**src/rtl/vl_strip_ctrl.sv**
```systemverilog
// vl_strip_ctrl: accepts one vector configuration, computes VLMAX once and
// strip-mines the AVL into a valid/ready stream of per-strip vl values.
module vl_strip_ctrl #(
  parameter  int VLEN         = 64,
  parameter  int AVL_W        = 9,
  parameter  int MAX_LMUL_ENC = 4,
  localparam int VL_W         = $clog2(4*VLEN) + 1
) (
  input  logic             clk,
  input  logic             rst_n,
  input  logic             cfg_valid_i,
  output logic             cfg_ready_o,
  input  logic [2:0]       sew_enc_i,
  input  logic [2:0]       lmul_enc_i,
  input  logic [AVL_W-1:0] avl_i,
  input  logic             flush_i,
  output logic             strip_valid_o,
  input  logic             strip_ready_i,
  output logic [VL_W-1:0]  strip_vl_o,
  output logic             strip_last_o,
  output logic [7:0]       strip_idx_o,
  output logic [VL_W-1:0]  vlmax_o,
  output logic             vill_o,
  output logic             busy_o
);

  // remaining must hold the full AVL even if AVL_W exceeds VL_W
  localparam int REM_W = (AVL_W > VL_W) ? AVL_W : VL_W;

  typedef enum logic [1:0] {
    S_IDLE  = 2'd0,
    S_CALC  = 2'd1,
    S_STRIP = 2'd2
  } state_e;

  state_e           state_q, state_d;
  logic [2:0]       sew_q, sew_d, lmul_q, lmul_d;
  logic [REM_W-1:0] rem_q, rem_d, rem_after_s;
  logic             strip_valid_q, strip_valid_d, strip_last_q, strip_last_d;
  logic [VL_W-1:0]  strip_vl_q, strip_vl_d, vlmax_q, vlmax_d, vlmax_calc_s;
  logic [7:0]       idx_q, idx_d;
  logic             vill_q, vill_d, busy_q, busy_d, cfg_ready_q, cfg_ready_d;
  logic             legal_s;

  function automatic logic [VL_W-1:0] clip_vl(input logic [REM_W-1:0] rem,
                                               input logic [VL_W-1:0]  vmax);
    logic [VL_W-1:0] res;
    if (rem <= REM_W'(vmax)) res = VL_W'(rem);
    else                     res = vmax;
    return res;
  endfunction

  function automatic logic is_last(input logic [REM_W-1:0] rem,
                                   input logic [VL_W-1:0]  vmax);
    return (rem <= REM_W'(vmax));
  endfunction

  always_comb begin
    legal_s      = (sew_q <= 3'd4) && (lmul_q <= 3'(MAX_LMUL_ENC)) &&
                   (32'(VLEN) >= (32'd4 << sew_q));
    vlmax_calc_s = VL_W'((32'(VLEN) >> ({2'b00, sew_q} + 5'd2)) << lmul_q);
    rem_after_s  = rem_q - REM_W'(strip_vl_q);
  end

  always_comb begin
    state_d       = state_q;
    sew_d         = sew_q;
    lmul_d        = lmul_q;
    rem_d         = rem_q;
    strip_valid_d = strip_valid_q;
    strip_vl_d    = strip_vl_q;
    strip_last_d  = strip_last_q;
    idx_d         = idx_q;
    vlmax_d       = vlmax_q;
    vill_d        = vill_q;
    busy_d        = busy_q;
    cfg_ready_d   = cfg_ready_q;

    // flush wins over both a config offer and a strip handshake
    if (flush_i) begin
      state_d       = S_IDLE;
      strip_valid_d = 1'b0;
      rem_d         = '0;
      busy_d        = 1'b0;
      cfg_ready_d   = 1'b1;
    end else begin
      case (state_q)
        S_IDLE: begin
          if (cfg_valid_i) begin
            sew_d       = sew_enc_i;
            lmul_d      = lmul_enc_i;
            rem_d       = REM_W'(avl_i);
            idx_d       = 8'd0;
            state_d     = S_CALC;
            busy_d      = 1'b1;
            cfg_ready_d = 1'b0;
          end else begin
            state_d = S_IDLE;
          end
        end
        S_CALC: begin
          if (legal_s) begin
            vlmax_d      = vlmax_calc_s;
            vill_d       = 1'b0;
            strip_vl_d   = clip_vl(rem_q, vlmax_calc_s);
            strip_last_d = is_last(rem_q, vlmax_calc_s);
          end else begin
            vlmax_d      = '0;
            vill_d       = 1'b1;
            rem_d        = '0;
            strip_vl_d   = '0;
            strip_last_d = 1'b1;
          end
          strip_valid_d = 1'b1;
          state_d       = S_STRIP;
        end
        S_STRIP: begin
          if (strip_ready_i) begin
            rem_d = rem_after_s;
            idx_d = idx_q + 8'd1;
            if (strip_last_q) begin
              state_d       = S_IDLE;
              strip_valid_d = 1'b0;
              busy_d        = 1'b0;
              cfg_ready_d   = 1'b1;
            end else begin
              strip_vl_d   = clip_vl(rem_after_s, vlmax_q);
              strip_last_d = is_last(rem_after_s, vlmax_q);
            end
          end else begin
            state_d = S_STRIP;
          end
        end
        default: begin
          state_d       = S_IDLE;
          strip_valid_d = 1'b0;
          busy_d        = 1'b0;
          cfg_ready_d   = 1'b1;
        end
      endcase
    end
  end

  always_ff @(posedge clk or negedge rst_n) begin
    if (!rst_n) begin
      state_q       <= S_IDLE;
      sew_q         <= 3'd0;
      lmul_q        <= 3'd0;
      rem_q         <= '0;
      strip_valid_q <= 1'b0;
      strip_vl_q    <= '0;
      strip_last_q  <= 1'b0;
      idx_q         <= 8'd0;
      vlmax_q       <= '0;
      vill_q        <= 1'b0;
      busy_q        <= 1'b0;
      cfg_ready_q   <= 1'b1;
    end else begin
      state_q       <= state_d;
      sew_q         <= sew_d;
      lmul_q        <= lmul_d;
      rem_q         <= rem_d;
      strip_valid_q <= strip_valid_d;
      strip_vl_q    <= strip_vl_d;
      strip_last_q  <= strip_last_d;
      idx_q         <= idx_d;
      vlmax_q       <= vlmax_d;
      vill_q        <= vill_d;
      busy_q        <= busy_d;
      cfg_ready_q   <= cfg_ready_d;
    end
  end

  assign cfg_ready_o   = cfg_ready_q;
  assign strip_valid_o = strip_valid_q;
  assign strip_vl_o    = strip_vl_q;
  assign strip_last_o  = strip_last_q;
  assign strip_idx_o   = idx_q;
  assign vlmax_o       = vlmax_q;
  assign vill_o        = vill_q;
  assign busy_o        = busy_q;

endmodule

```
**config.mk**
```make
export PLATFORM = sky130hd
export DESIGN_NAME = vl_strip_ctrl
export DESIGN_NICKNAME = d
export VERILOG_FILES = /design/src/rtl/vl_strip_ctrl.sv
export SDC_FILE = /design/constraint.sdc
export NUM_CORES = 1
export LEC_CHECK = 0
export CAP_MARGIN = 20
export CORE_MARGIN = 2
export CORE_UTILIZATION = 55
export CTS_BUF_LIST = sky130_fd_sc_hd__clkbuf_16
export DETAILED_ROUTE_END_ITERATION = 8
export PLACE_DENSITY = 0.82
export RECOVER_POWER = 100
export SYNTH_ARGS = -nofsm -noshare
export SYNTH_HDL_FRONTEND = slang
export SYNTH_SLANG_ARGS = --single-unit
```
**constraint.sdc**
```tcl
create_clock -name clk -period 4.1 [get_ports clk]
set_input_delay 0.82 -clock clk [delete_from_list [all_inputs] [get_ports clk]]
set_output_delay 0.82 -clock clk [all_outputs]
set_load 0.02 [all_outputs]
```
==> impl_metrics.tcl, run 1 <==
set metrics [dict create \
    syn_nets 439 \
    synth_top_family_by_area "compound AO/OA/AOI/OAI gates" \
    syn_to_final_growth_pct 20.07 \
    hold_viol 0 \
    synth_area_sq_mm 0.003485 \
    final_antenna_net_count 0 \
    drive_gt1_frac 0.07834 \
    cts_tree "yes" \
    antennaDiodeCount 0 \
    critPathMaxStageDelay_ns 0.40 \
    wl_mm 9.307 \
    timing.fmax_mhz 255.9 \
    cp-start-kind "flip-flop" \
    worstHoldPathCells 1 \
    io_pins 51 \
    seq_area_frac_synth 0.3451 \
    cp_max_fo 7 \
    synth_cell_types 62 \
    die_x_um 83.60 \
    routabilityCongestion 0.9336 \
    power_switching_mw 1.423 \
    cts_hold_buffers 0 \
    synth_compound_area_frac 0.2327 \
    yosysTopAreaCellShare 0.3375 \
    internal-power_mw 1.696 \
    slowest_stage "dfrtp_1" \
    skew_ns 0.004478 \
    die_y_um 83.60 \
    end_kind "flip-flop" \
    hold_slack_ns 0.5081 \
    synthArstFlopShare 1.000 \
    cp.required_ns 4.27 \
    synth_edf_count 0 \
    critPathKind "reg -> reg" \
    setup_viol 0 \
    seqPwrFrac 0.223 \
    fin_total_pwr_mw 3.120 \
    p_leak_nw 1.871 \
    drc 0 \
    r2r-end "strip_vl_o[0]$_DFFE_PN0P_" \
    rr_worst_depth 17 \
    port_buffers 50 \
    yosys.area_share.simple 0.1684 \
    synth-adder-area-share 0.1135 \
    clkPwrFrac 0.134 \
    grt_pass1_wl_mm 15.66 \
    crit_chain "inv_1, ha_1, inv_1, fa_1, a21o_1, a41oi_1, nand2_1, o31ai_2, xnor2_1, ha_1, a21oi_1, o21ai_0, a2111oi_2, nor2_2, buf_4, mux2i_1, a221o_1" \
    ys_ff_latch 48 \
    drt-pass1-iter-count 4 \
    grt_pass1_vias 3063 \
    slew_violations 49 \
    layout.nets 484 \
    slew_headroom -0.7687 \
    clock-sinks 48 \
    place_hpwl_mm 7.002 \
    die_area_sq_mm 0.006988 \
    synth_area_per_cell_sq_um 8.981 \
    placed_cell_area_sq_mm 0.004029 \
    synth_top_area_cell "dfrtp_1" \
    final_cell_area_sq_mm 0.004184 \
    clk_latency_ns 0.29 \
    core-area_sq_mm 0.006026 \
    wl_per_cell_um 18.28 \
    yosys-top-cells-area "dfrtp_1 (34%), ha_1 (11%), nand2_1 (4.1%)" \
    hold_end "cfg_ready_o$_DFFE_PN1P_" \
    powerDensity_mw_per_mm2 745.6 \
    r2r_slack_ns 0.19 \
    initial_core_util 0.5783 \
    maxCapViolations 1 \
    tightest_slew_ns 2.653 \
    cts.clk_slew.worst_paths_ns 0.07 \
    dr.first_iter.drc_count 243 \
    cts_buffers 5 \
    overflow 0 \
    status "finished with violations" \
    synth_xor_area_frac 0.02262 \
    synth_ff_type "dfrtp_1" \
    fillers 498 \
    fin_crit_ns 3.907 \
    rows 28 \
    clock_path_buffers 2 \
    min_from "cfg_ready_o$_DFFE_PN1P_" \
    cts_root_buf "clkbuf_16" \
    violations "max-capacitance violations, max-slew violations" \
    syn_inst 388 \
    p_comb_frac 0.643 \
    grt_usage 0.2781 \
    num_vias 3175 \
    hp-class "reg -> reg" \
    critPathArrivalTime_ns 4.08 \
    synthMuxAreaShare 0.06068 \
    viasPerCell 6.238 \
    r2r-start "rem_q[0]$_DFFE_PN0P_" \
    timing.final.crit_share 0.9530 \
    vdd_ir_drop_max_mv 0.4705 \
    ctsHtreeMaxLevel 2 \
    antenna_found_initial 0 \
    grt_max_degree 49 \
    switching_share 0.4563 \
    yosysWarnings 0 \
]
==> worst max-delay path: cells and delay by family, from the launching register on <==
| kind | cells | cell delay [ns] |
|---|---|---|
| AO/OA/AOI/OAI | 7 | 1.54 |
| XOR/XNOR | 1 | 0.19 |
| adder cells (fa/ha/maj) | 3 | 0.87 |
| buffers and inverters | 3 | 0.36 |
| flip-flops | 1 | 0.40 |
| multiplexers | 1 | 0.12 |
| AND/OR/NAND/NOR | 2 | 0.29 |
==> layout by cell type (no fill, tap or decap), types with 8 or more instances in the layout <==
cell / n
dlygate4sd3_1: 33
mux2_2: 9
nor2_1: 14
a22o_1: 10
clkdlybuf4s50_1: 16
ha_1: 30
nand2_1: 38
inv_1: 30
mux2i_1: 8
a21o_1: 13
dfrtp_1: 47
nand3_1: 12
nor3_1: 12
o21ai_0: 25
a21oi_1: 23
==> state kept, by name (all words and copies together), names as in the netlist, 2 cells and up <==
signal and count:
sew_q 3, state_q 2, rem_q 9, lmul_q 3, strip_vl_o 9, strip_idx_o 8
vlmax_o 9
==> final cells by class <==
cell class / instances / area [sq um] / area share
clock inverters: 3 / 18.77 / 0.004486
well taps: 75 / 93.84 / 0.02243
flip-flops and latches: 48 / 1202 / 0.2874
repair buffers: 57 / 536.8 / 0.1283
clock buffers: 5 / 125.1 / 0.02990
multi-input cells: 290 / 2091 / 0.4997
inverters: 31 / 116.4 / 0.02781
==> what timing repair did <==
| action | 4_1_cts | 5_1_grt |
|---|---|---|
| setup endpoints to repair | 0 | 10 |
| buffers inserted | 0 | 2 |
| resized for setup | 0 | 2 |
==> metal layers <==
layer | vias to the layer above | track usage | routed length (um)
met3 | 17 | 0.04946 | 592
met4 | 0 | 0.08944 | 170
met1 | 1524 | 0.4050 | 4262
met5 | - | 0 | 0
met2 | 106 | 0.4189 | 4283
li1 | 1528 | - | -
==> metrics by stage <==
stage | setup WS, ns | instances | utilization | setup TNS [ns]
after global placement | 0.1427 | 499 | 0.6686 | 0
after CTS | 0.03344 | 507 | 0.6925 | 0
after floorplan | 0.3033 | 388 | - | 0
after global routing | -0.01312 | 509 | 0.6944 | -0.01908
after detailed placement | 0.04702 | 499 | 0.6686 | 0
final | 0.1927 | 509 | 0.6944 | 0
==> power by group through the flow <==
stage	combinational, mW	sequential, mW	clock (mW)
after floorplan	1.41	0.730	0
after global placement	1.91	0.701	0
after detailed placement	1.94	0.705	0
after CTS	1.95	0.696	0.420
after global routing	2.21	0.713	0.441
final	2.01	0.696	0.417
==> how the worst max path moves through the flow <==
| stage | start | to | slack (ns) | cells after the start |
|---|---|---|---|---|
| floorplan | strip_vl_o[0]$_DFFE_PN0P_ | strip_vl_o[4]$_DFFE_PN0P_ | 0.30 | 16 |
| CTS | rem_q[0]$_DFFE_PN0P_ | strip_vl_o[0]$_DFFE_PN0P_ | 0.03 | 17 |
| global placement | rem_q[0]$_DFFE_PN0P_ | strip_vl_o[6]$_DFFE_PN0P_ | 0.14 | 16 |
| global route | rem_q[0]$_DFFE_PN0P_ | strip_vl_o[4]$_DFFE_PN0P_ | -0.01 | 16 |
| detailed placement | rem_q[0]$_DFFE_PN0P_ | strip_vl_o[4]$_DFFE_PN0P_ | 0.05 | 16 |
| finish | rem_q[0]$_DFFE_PN0P_ | strip_vl_o[0]$_DFFE_PN0P_ | 0.19 | 17 |
==> synth_stat cells (2+ instances only) <==
cell type	count
buf_2	3
o211ai_1	5
dfrtp_1	47
o31a_1	2
nand2_1	38
a32oi_1	2
a22o_1	10
a211o_1	3
o311ai_0	3
nand3_1	12
o21ai_0	25
nor3b_1	2
a32o_1	2
or3_1	5
mux2_2	9
nor3_1	12
a211oi_1	2
nand4_1	2
xor2_1	5
nor2b_1	3
a21boi_0	2
a31oi_1	3
xnor2_1	4
a21oi_1	23
o31ai_1	5
nand3b_1	5
or2_2	2
a221o_1	4
mux2i_1	8
nand2b_1	4
inv_1	30
a2bb2oi_1	2
a21o_1	13
nor2_1	15
nor4_1	5
o22ai_1	2
ha_1	30
buf_1	2
clkbuf_1	13
mux2_4	2
==> logic make-up (layout without fill, tap and decap cells) <==
family,Yosys count,count (layout)
AO/OA/AOI/OAI,117,117
XOR/XNOR,9,9
adder cells (fa/ha/maj),31,31
buffers and inverters,50,96
flip-flops,48,48
multiplexers,19,19
AND/OR/NAND/NOR,114,114
No activity file was read; power rests on OpenSTA's default activity.
==> inputs of run 2 (changes only) <==
--- a/config.mk
+++ b/config.mk
@@ -7,10 +7,10 @@
 export LEC_CHECK = 0
 export CAP_MARGIN = 20
 export CORE_MARGIN = 2
-export CORE_UTILIZATION = 55
+export CORE_UTILIZATION = 59
 export CTS_BUF_LIST = sky130_fd_sc_hd__clkbuf_16
 export DETAILED_ROUTE_END_ITERATION = 8
-export PLACE_DENSITY = 0.82
+export PLACE_DENSITY = 0.87
 export RECOVER_POWER = 100
 export SYNTH_ARGS = -nofsm -noshare
 export SYNTH_HDL_FRONTEND = slang
==> constraint.sdc (replaced) <==
create_clock -name clk -period 4.7 [get_ports clk]
set_input_delay 0.94 -clock clk [delete_from_list [all_inputs] [get_ports clk]]
set_output_delay 0.94 -clock clk [all_outputs]
set_load 0.02 [all_outputs]
==> impl_metrics.tcl, run 2 (same netlist as run 1, synthesis figures left out) <==
set metrics [dict create \
    skew_ns 0.008603 \
    tightest_slew_ns 1.510 \
    critPathKind "reg -> reg" \
    place_inst 492 \
    rsz0062_at_grt "false" \
    wl_mm 9.383 \
    drive_gt1_frac 0.06061 \
    final_cell_mix "dfrtp_1 (47), nand2_1 (38), dlygate4sd3_1 (33), inv_1 (30), ha_1 (30)" \
    clock_path_buffers 2 \
    end_kind "flip-flop" \
    clk_latency_ns 0.29 \
    rows 27 \
    num_vias 3271 \
    grt_max_degree 49 \
    wl_per_cell_um 18.73 \
    antenna_found_initial 0 \
    slew_violations 27 \
    grt_pass1_wl_mm 15.26 \
    final_antenna_net_count 0 \
    dp_slack_ns 0.1812 \
    cts_tree "yes" \
    setup_slack_ns 0.3827 \
    placed_cell_area_sq_mm 0.003995 \
    syn_to_final_growth_pct 19.28 \
    hold_slack_ns 0.5124 \
    powerDensity_mw_per_mm2 643.1 \
    overflow 0 \
    die_y_um 80.85 \
    slew_headroom -0.006651 \
    core-area_sq_mm 0.005608 \
    hp-class "reg -> reg" \
    cts_buffers 5 \
    port_buffers 50 \
    place_hpwl_mm 6.853 \
    die_x_um 80.85 \
    routabilityCongestion 0.9857 \
    die_area_sq_mm 0.006537 \
    maxCapViolations 1 \
    cp_max_fo 11 \
    timing.fmax_mhz 231.6 \
    final_cell_area_sq_mm 0.004156 \
    grt_usage 0.3013 \
    cp-start-kind "flip-flop" \
    drt-pass1-iter-count 5 \
    antennaDiodeCount 0 \
    initial_core_util 0.6214 \
    status "finished with violations" \
    timing.final.crit_share 0.9186 \
    grt_pass1_vias 3116 \
    instances_no_fill 501 \
    p_leak_nw 1.859 \
    hold_viol 0 \
    drc 0 \
    fin_crit_ns 4.317 \
    vdd_ir_drop_max_mv 0.4753 \
    setup_viol 0 \
    violations "max-capacitance violations, max-slew violations" \
    viasPerCell 6.529 \
    dr.first_iter.drc_count 216 \
    final_common_cell "dfrtp_1" \
    cts_hold_buffers 0 \
    io_pins 51 \
    fin_total_pwr_mw 2.673 \
    cp.required_ns 4.87 \
    fin_tns_setup_ns 0 \
    cts.clk_slew.worst_paths_ns 0.07 \
    ctsHtreeMaxLevel 2 \
    layout.nets 479 \
    fin_util 0.7412 \
    clock-sinks 48 \
    critPathArrivalTime_ns 4.49 \
    cts_root_buf "clkbuf_16" \
]
## run 2: path summary, 6_finish.rpt
kind | start | to | slack (ns) | cells past startpoint
worst max-delay path | rem_q[0]$_DFFE_PN0P_ | strip_vl_o[6]$_DFFE_PN0P_ | 0.38 | 16
worst min-delay path | busy_o$_DFFE_PN0P_ | busy_o$_DFFE_PN0P_ | 0.51 | 2
worst max register to register | rem_q[0]$_DFFE_PN0P_ | strip_vl_o[6]$_DFFE_PN0P_ | 0.38 | 16
worst min register to register | busy_o$_DFFE_PN0P_ | busy_o$_DFFE_PN0P_ | 0.51 | 2
max in group asynchronous | rst_n | strip_vl_o[3]$_DFFE_PN0P_ | 1.86 | 2
min in group asynchronous | rst_n | lmul_q[0]$_DFFE_PN0P_ | 0.87 | 1
## run 2: cell type report
type                            count  area (sq um)
Multi-Input combinational cell    290          2078
Clock inverter                      3         42.54
Sequential cell                    48          1202
Fill cell                         449          1451
Tap cell                           72         90.09
Inverter                           31         116.4
Timing Repair Buffer               52         501.7
Clock buffer                        5         125.1
## run 2: report_power, final
part	leakage (nW)	switching, mW	internal [mW]
Combinational	1.14	0.970	0.681
Clock	0.0814	0.165	0.250
Sequential	0.633	0.111	0.496
## run 2: metal layers
layer  vias to the layer above  global-route usage  wire [um]
li1                       1510                   -          -
met1                      1580              0.4094       3995
met2                       152              0.4860       4423
met3                        29             0.04667        680
met4                         0              0.1119        284
met5                         -                   0          0
## run 2: repair_timing
action,4_1_cts,5_1_grt
setup endpoints to repair,0,5
endpoints found under the hold margin,0,0
setup buffers,0,0
resized for setup,0,1
## run 2: worst max-delay path: stages (launching register included)
cell and delay, ns:
dfrtp_1 0.40, inv_1 0.10, ha_1 0.18, inv_1 0.06, fa_1 0.40, a21o_1 0.19, a41oi_1 0.21, nand2_1 0.10
o31ai_1 0.37, xnor2_1 0.24, ha_1 0.32, a21oi_1 0.16, o21ai_0 0.13, a2111oi_2 0.41, nor2_2 0.25, mux2_1 0.37
a221o_1 0.30
